<file path="config.mk">
export PLATFORM = sky130hd
export DESIGN_NAME = serial_subtractor
export DESIGN_NICKNAME = d
export VERILOG_FILES = /design/src/rtl/serial_subtractor.sv
export SDC_FILE = /design/constraint.sdc
export NUM_CORES = 1
export LEC_CHECK = 0
export ABC_AREA = 1
export BUFFER_PORTS_ARGS = -buffer_cell sky130_fd_sc_hd__buf_4
export CORE_MARGIN = 2
export CORE_UTILIZATION = 46
export DETAILED_ROUTE_END_ITERATION = 10
export GPL_ROUTABILITY_DRIVEN = 0
export HOLD_SLACK_MARGIN = 0.02
export PLACE_DENSITY = 0.77
export SLEW_MARGIN = 20
export SYNTH_ARGS = -nofsm -noshare
export SYNTH_HDL_FRONTEND = slang
export SYNTH_SLANG_ARGS = --single-unit
</file>
<file path="constraint.sdc">
create_clock -name clk -period 1.15 [get_ports clk]
set_input_delay 0 -clock clk [delete_from_list [all_inputs] [get_ports clk]]
set_output_delay 0 -clock clk [all_outputs]
set_load 0.02 [all_outputs]
</file>
<file path="src/rtl/serial_subtractor.sv">
// Bit-serial WIDTH-bit subtractor (D = A - B - b_in), LSB-first, one bit per clock.
// Optional signed-overflow output enabled by defining SUB_OVERFLOW_EN.
module serial_subtractor #(
    parameter int WIDTH = 4
) (
    input  logic             clk,
    input  logic             rst_n,
    input  logic             start,
    input  logic [WIDTH-1:0] a,
    input  logic [WIDTH-1:0] b,
    input  logic             b_in,
    output logic [WIDTH-1:0] diff,
    output logic             borrow_out,
    output logic             busy,
    output logic             done,
`ifdef SUB_OVERFLOW_EN
    output logic             overflow,
`endif
    output logic [1:0]       dbg_state
);

    // Handshake: start is accepted on a rising edge whenever busy=0 (IDLE or DONE);
    // done pulses for one cycle when diff/borrow_out update, and they hold until the next result.
    typedef enum logic [1:0] {
        S_IDLE  = 2'd0,
        S_SHIFT = 2'd1,
        S_DONE  = 2'd2
    } state_t;

    localparam int CW = (WIDTH > 1) ? $clog2(WIDTH) : 1;
    localparam logic [CW-1:0] LAST = CW'(WIDTH - 1);

    state_t           state_q, state_d;
    logic [CW-1:0]    count_q, count_d;
    logic [WIDTH-1:0] a_sh_q, a_sh_d;
    logic [WIDTH-1:0] b_sh_q, b_sh_d;
    logic             bw_q, bw_d;
    logic [WIDTH-2:0] acc_q, acc_d;
    logic [WIDTH-1:0] diff_q, diff_d;
    logic             borrow_q, borrow_d;
`ifdef SUB_OVERFLOW_EN
    logic             ovf_q, ovf_d;
`endif

    logic             bit_d;
    logic             bw_next;
    logic [WIDTH-1:0] shifted;

    assign bit_d   = a_sh_q[0] ^ b_sh_q[0] ^ bw_q;
    assign bw_next = (~a_sh_q[0] & b_sh_q[0]) | (~(a_sh_q[0] ^ b_sh_q[0]) & bw_q);
    assign shifted = {bit_d, acc_q};

    always_comb begin
        state_d  = state_q;
        count_d  = count_q;
        a_sh_d   = a_sh_q;
        b_sh_d   = b_sh_q;
        bw_d     = bw_q;
        acc_d    = acc_q;
        diff_d   = diff_q;
        borrow_d = borrow_q;
`ifdef SUB_OVERFLOW_EN
        ovf_d    = ovf_q;
`endif
        case (state_q)
            S_SHIFT: begin
                a_sh_d  = a_sh_q >> 1;
                b_sh_d  = b_sh_q >> 1;
                bw_d    = bw_next;
                acc_d   = shifted[WIDTH-1:1];
                count_d = count_q + 1'b1;
                if (count_q == LAST) begin
                    // On the last edge the shift registers hold the operand MSBs.
                    diff_d   = shifted;
                    borrow_d = bw_next;
`ifdef SUB_OVERFLOW_EN
                    ovf_d    = (a_sh_q[0] ^ b_sh_q[0]) & (a_sh_q[0] ^ bit_d);
`endif
                    state_d  = S_DONE;
                end
            end
            default: begin
                if (start) begin
                    a_sh_d  = a;
                    b_sh_d  = b;
                    bw_d    = b_in;
                    count_d = '0;
                    state_d = S_SHIFT;
                end else begin
                    state_d = S_IDLE;
                end
            end
        endcase
    end

    always_ff @(posedge clk or negedge rst_n) begin
        if (!rst_n) begin
            state_q  <= S_IDLE;
            count_q  <= '0;
            a_sh_q   <= '0;
            b_sh_q   <= '0;
            bw_q     <= 1'b0;
            acc_q    <= '0;
            diff_q   <= '0;
            borrow_q <= 1'b0;
`ifdef SUB_OVERFLOW_EN
            ovf_q    <= 1'b0;
`endif
        end else begin
            state_q  <= state_d;
            count_q  <= count_d;
            a_sh_q   <= a_sh_d;
            b_sh_q   <= b_sh_d;
            bw_q     <= bw_d;
            acc_q    <= acc_d;
            diff_q   <= diff_d;
            borrow_q <= borrow_d;
`ifdef SUB_OVERFLOW_EN
            ovf_q    <= ovf_d;
`endif
        end
    end

    assign diff       = diff_q;
    assign borrow_out = borrow_q;
    assign busy       = (state_q == S_SHIFT);
    assign done       = (state_q == S_DONE);
    assign dbg_state  = state_q;
`ifdef SUB_OVERFLOW_EN
    assign overflow   = ovf_q;
`endif

endmodule

</file>
==> results of run 1 <==
==> placed cells by master, fill, tap and decap left out <==
cell type,instances
inv_2,3
nand2_1,38
nor2_1,2
o21ai_1,2
clkbuf_4,3
buf_4,23
nor2_4,3
clkbuf_16,1
buf_12,1
clkinv_2,1
buf_6,4
nand2_8,1
dlygate4sd3_1,11
ha_1,1
inv_8,1
fa_2,1
dfrtp_1,21
nand3_1,23
inv_1,5
==> where the power goes <==
part           switching, mW  total, mW  internal [mW]  leakage [nW]
Combinational           1.01       1.92          0.908         0.422
Clock                  0.235      0.366          0.130        0.0177
Sequential             0.187       1.24           1.05         0.266
==> worst max-delay path by stage <==
stage / from / endpoint / slack, ns / depth (start not counted)
after floorplan: dbg_state[1] / a_sh_q[1] / 0.03 / 6
after global routing: b_sh_q[0] / acc_q[2] / -0.10 / 4
final: b_sh_q[0] / acc_q[2] / -0.02 / 4
after CTS: bw_q / acc_q[2] / -0.03 / 4
after global placement: a_sh_q[0] / acc_q[2] / 0.03 / 3
after detailed placement: a_sh_q[0] / acc_q[2] / -0.01 / 3
==> registers in the layout, summed over array words and instances, names as in the netlist <==
name and count:
a_sh_q 4, count_q 2, diff 4, bw_q 1, acc_q 3, dbg_state 2, borrow_out 1, b_sh_q 4
==> repair_timing <==
action	4_1_cts	5_1_grt
resized for setup	4	16
hold buffers	11	0
cloned	0	1
pin swaps	3	7
endpoints found under the setup margin	3	19
buffers inserted	2	3
hold endpoints to repair	30	0
==> through the flow <==
stage	hold WS (ns)	TNS (ns)	setup slack, ns
final	0.105	-0.0295	-0.0198
after global routing	0.131	-0.335	-0.104
after CTS	0.106	-0.0421	-0.0307
after detailed placement	-0.104	-0.0136	-0.0136
after global placement	-0.107	0	0.0277
after floorplan	-0.296	0	0.0270
==> cell usage after synthesis, drive strengths merged <==
| master | number | area [um^2] |
|---|---|---|
| nand2 | 39 | 149 |
| nand3 | 23 | 115 |
| dfrtp | 21 | 526 |
| inv | 9 | 33.8 |
| nor2 | 5 | 28.8 |
| buf | 4 | 35.0 |
| o21ai | 2 | 10.0 |
| fa | 1 | 20.0 |
| ha | 1 | 12.5 |
==> per-layer routing <==
metal  up-vias  track usage [%]  wire length, um
met5         -                0                0
met2        32             28.1             1060
met1       403             22.0              887
met4         0             5.71               44
li1        417                -                -
met3         5             3.68               86
==> worst max-delay path: stages, from the launching register on <==
cell,delay (ns)
dfrtp_1,0.39
inv_2,0.05
fa_2,0.56
nand2_1,0.04
o21ai_1,0.07
==> final cells by class <==
class                           count  area [um^2]  share of cell area, %
Tap cell                           27         33.8                   2.47
Sequential cell                    21          526                   38.5
Clock buffer                        3         22.5                   1.65
Inverter                            9         41.3                   3.02
Multi-Input combinational cell     71          364                   26.7
Clock inverter                      1         5.00                  0.367
Timing Repair Buffer               40          373                   27.3
==> kinds of logic (layout without fill, tap and decap cells) <==
kind of cell | count (synthesis) | count (layout) | synth area share [%]
and+or+nand+nor | 67 | 67 | 31.5
DFF | 21 | 21 | 56.5
buffers and inverters | 13 | 53 | 7.40
adders and majority gates | 2 | 2 | 3.50
AOI/OAI and AO/OA | 2 | 2 | 1.08
==> run_results.csv, run 1 <==
group,metric,value,unit
global_routing,grt_pass1_vias,733,
setup_path,critPathKind,"reg2reg",
clocking,htree_num_levels,1,
cells_and_area,drive_gt1_share,29.0,%
setup_path,startpoint_type,"flop",
sta,worst_slew_pin_slew,0.277,ns
placement,port_buffers,20,
synth,syn-num-nets,119,
cells_and_area,post-route-cell-area,1370,um^2
setup_path,rr_startpoint,"b_sh_q[0]",
cells_and_area,fin_cells,172,
sta,max_freq,0.855,GHz
route,drcViolationCount,0,
route,avgRoutedWirePerCell,12.1,um
setup_path,r2r_slack,-0.02,ns
cells_and_area,n_antenna_cell,0,
sta,finalHoldViolations,0,
cells_and_area,area_growth,46.8,%
sta,slew_viol_final,0,
route,ant_nets,0,
route,vias,857,
global_routing,grt_pass1_wl,3.14,mm
synth,syn_inst,105,
route,routed_wl,2.08,mm
sta,finalCriticalPeriod,1.17,ns
global_routing,grt_usage,16.9,%
sta,max_slew_margin,81.4,%
sta,fin_ws,-0.0198,ns
setup_path,critPathArrivalTime,1.42,ns
global_routing,grt_max_degree,22,
setup_path,cp-end-kind,"flop",
run_status,violations,"negative setup slack",
clocking,cts_root_buf,"clkbuf_4",
power_and_ir_drop,power_density,2580,nW/um^2
cells_and_area,nFillCells,152,
setup_path,r2r_cells,4,
clocking,clk_latency,0.31,ns
placement,dpl_cell_area,1100,um^2
floorplanning,coreArea,1940,um^2
clocking,numCtsBuffers,3,
clocking,cts_buffer_depth,2,
synth,syn_area_per_cell,8.85,um^2
floorplanning,dieArea,2400,um^2
global_routing,grt_overflow,0,
clocking,cts_sinks,21,
synth,ys_seq_area_share,56.5,%
sta,post-route-period-util,102,%
sta,rsz0062_at_grt,"true",
synth,ys_warn_count,0,
floorplanning,die_h,49.0,um
floorplanning,rows,16,
cells_and_area,utilization,70.3,%
synth,synth_cell_types,16,
power_and_ir_drop,ir_worst_vdd,0.00142,V
run,maxCapViolations,0,
setup_path,timing.rr.end,"acc_q[2]",
synth,synth_area,930,um^2
route,first_iter_violations,14,
power_and_ir_drop,totalPowerFinal,3.53,mW
sta,setup_viol,3,
floorplanning,die_x,49.0,um
route,drt-pass1-iter-count,4,
setup_path,crit_fanout,2,
route,vias_per_cell,4.98,
setup_path,required,1.40,ns
power_and_ir_drop,leakage,0.706,nW
sta,fin_skew,0.00526,ns
floorplanning,initial_utilization,47.9,%
synth,ys_ff_latch,21,
global_routing,antenna_found_initial,0,
placement,hpwl,1.17,mm
placement,placedCellCount,151,
cells_and_area,fin_nets,160,
clocking,path_clk_slew,0.12,ns
clocking,cts_tree,"done",
hold_path,hold_path.class,"in2async",
run_status,outcome,"complete, but fails checks",
floorplanning,ioPinCount,21,
No activity file was read; power rests on OpenSTA's default activity.
==> run 2: changes to the inputs <==
--- a/config.mk
+++ b/config.mk
@@ -8,11 +8,12 @@
 export ABC_AREA = 1
 export BUFFER_PORTS_ARGS = -buffer_cell sky130_fd_sc_hd__buf_4
 export CORE_MARGIN = 2
-export CORE_UTILIZATION = 46
+export CORE_UTILIZATION = 49
+export CTS_BUF_LIST = sky130_fd_sc_hd__clkbuf_8
 export DETAILED_ROUTE_END_ITERATION = 10
 export GPL_ROUTABILITY_DRIVEN = 0
 export HOLD_SLACK_MARGIN = 0.02
-export PLACE_DENSITY = 0.77
+export PLACE_DENSITY = 0.81
 export SLEW_MARGIN = 20
 export SYNTH_ARGS = -nofsm -noshare
 export SYNTH_HDL_FRONTEND = slang
==> run 2 against run 1 <==
  * The flow still finishes with violations (negative setup slack)
  * Sequential share of layout area is 1.1 points higher
  * Routed wire length is 5.3% lower
  * Combinational power is 9% lower
  * Worst setup slack worse by 0.059 ns
==> run_results.csv, run 2 (synthesized netlist as in run 1, its figures left out) <==
group,metric,value,unit
power_and_ir_drop,power_density,2610,nW/um^2
clocking,cts_sinks,21,
sta,slew_viol_final,0,
cells_and_area,final-seq-area,527,um^2
cells_and_area,layout_commonest_cell,"nand2_1",
sta,setup_viol,2,
hold_path,hold_path.class,"in2reg",
route,drt-pass1-iter-count,4,
power_and_ir_drop,ir_worst_vdd,0.00143,V
floorplanning,die_x,47.6,um
sta,max_freq,0.813,GHz
run,maxCapViolations,0,
sta,finalHoldViolations,0,
placement,port_buffers,20,
cells_and_area,fin_nets,159,
route,first_iter_violations,6,
cells_and_area,multi_input_area,355,um^2
route,avgRoutedWirePerCell,11.6,um
sta,post-route-period-util,107,%
power_and_ir_drop,leakage,0.694,nW
setup_path,crit_fanout,2,
global_routing,grt_usage,21.1,%
cells_and_area,n_antenna_cell,0,
global_routing,grt_overflow,0,
setup_path,startpoint_type,"flop",
setup_path,r2r_cells,4,
sta,max_slew_margin,82.1,%
setup_path,slowest_stage,"fa_2",
setup_path,required,1.33,ns
sta,worst_slew_pin_slew,0.267,ns
global_routing,grt_max_degree,22,
placement,hpwl,1.25,mm
global_routing,grt_pass1_vias,768,
global_routing,antenna_found_initial,0,
power_and_ir_drop,totalPowerFinal,3.47,mW
sta,rsz0062_at_grt,"true",
floorplanning,dieArea,2260,um^2
clocking,htree_num_levels,1,
clocking,numCtsBuffers,3,
cells_and_area,fin_cells,169,
floorplanning,ioPinCount,21,
hold_path,whs_path_depth,3,
clocking,cts_tree,"done",
route,vias_per_cell,4.76,
clocking,path_clk_slew,0.08,ns
route,ant_nets,0,
cells_and_area,drive_gt1_share,29.2,%
run_status,outcome,"complete, but fails checks",
setup_path,path_cells,"inv_2, fa_2, nand2_1, o21ai_1",
sta,finalCriticalPeriod,1.23,ns
cells_and_area,layout_common_cells,"38 x nand2_1, 24 x buf_4, 23 x nand3_1",
setup_path,critPathKind,"reg2reg",
route,routed_wl,1.97,mm
cells_and_area,area_growth,43.1,%
route,drcViolationCount,0,
clocking,cts_buffer_depth,2,
global_routing,grt_pass1_wl,3.19,mm
route,vias,805,
run_status,violations,"negative setup slack",
clocking,cts_root_buf,"clkbuf_8",
sta,fin_skew,0.00501,ns
floorplanning,coreArea,1760,um^2
setup_path,cp-end-kind,"flop",
sta,fin_ws,-0.0793,ns
clocking,clk_latency,0.26,ns
floorplanning,rows,15,
cells_and_area,nFillCells,140,
placement,placedCellCount,149,
floorplanning,die_h,47.6,um
setup_path,cp_slowest_stage_delay,0.58,ns
setup_path,critPathArrivalTime,1.41,ns
floorplanning,initial_utilization,52.7,%
run 2: cell count changes in the layout (fill, tap and decap cells not counted), sizes merged:
cell | before | now
clkbuf | 4 | 3
buf | 28 | 29
dlygate4sd3 | 11 | 10
run 2: worst paths after layout:
path                       startpoint      endpoint  slack (ns)
min                             start     a_sh_q[3]        0.06
max                         b_sh_q[0]      acc_q[2]       -0.08
min in group asynchronous       rst_n      acc_q[1]        0.17
max reg2reg                 b_sh_q[0]      acc_q[2]       -0.08
min reg2reg                   diff[2]       diff[2]        0.48
max in group asynchronous       rst_n  dbg_state[1]        0.75
run 2: what timing repair did:
action | in CTS | in global routing
buffers inserted | 4 | 2
hold buffers | 10 | 0
pin swaps | 3 | 5
endpoints found under the hold margin | 30 | 0
gates cloned | 0 | 0
gates resized for setup | 3 | 11
setup endpoints to repair | 3 | 18
run 2: cell type report:
class                      instances  share of cell area, %
clock buffer                       3                   3.10
multi-input combinational         71                   26.7
sequential                        21                   39.6
timing repair buffer              39                   25.3
clock inverter                     1                  0.376
inverter                           9                   2.54
tap                               25                   2.35
run 2: worst max-delay path: cells and delay by family (launching register included):
family | cells | cell delay (ns)
compound gates | 1 | 0.09
fa+ha+maj | 1 | 0.58
buf+inv | 1 | 0.05
flops | 1 | 0.37
simple gates | 1 | 0.08
run 2: per-stage QoR:
| stage | instance area, um^2 | hold WS (ns) | util (%) | worst slack [ns] | setup TNS (ns) |
|---|---|---|---|---|---|
| after floorplan | 930 | -0.296 | - | 0.0270 | 0 |
| after global placement | 1100 | -0.108 | 62.3 | 0.0277 | 0 |
| after detailed placement | 1100 | -0.105 | 62.3 | -0.00942 | -0.00942 |
| after CTS | 1270 | 0.0592 | 72.3 | -0.0227 | -0.0234 |
| after global routing | 1330 | 0.0785 | 75.4 | -0.112 | -0.180 |
| final | 1330 | 0.0644 | 75.4 | -0.0793 | -0.0870 |
run 2: layer usage:
| metal | up-vias | part of all wire [%] | GRT usage [%] |
|---|---|---|---|
| met5 | - | 0 | 0 |
| met4 | 0 | 1.4 | 14.6 |
| met3 | 4 | 3.1 | 4.15 |
| met2 | 21 | 54 | 37.0 |
| met1 | 368 | 41 | 22.6 |
| li1 | 412 | - | - |
run 2: report_power, final:
part	leakage [nW]	internal, mW	switching [mW]	total [mW]
combinational	0.404	0.787	0.957	1.74
sequential	0.265	1.06	0.190	1.25
clock	0.0255	0.241	0.233	0.474
total	0.694	2.09	1.38	3.47
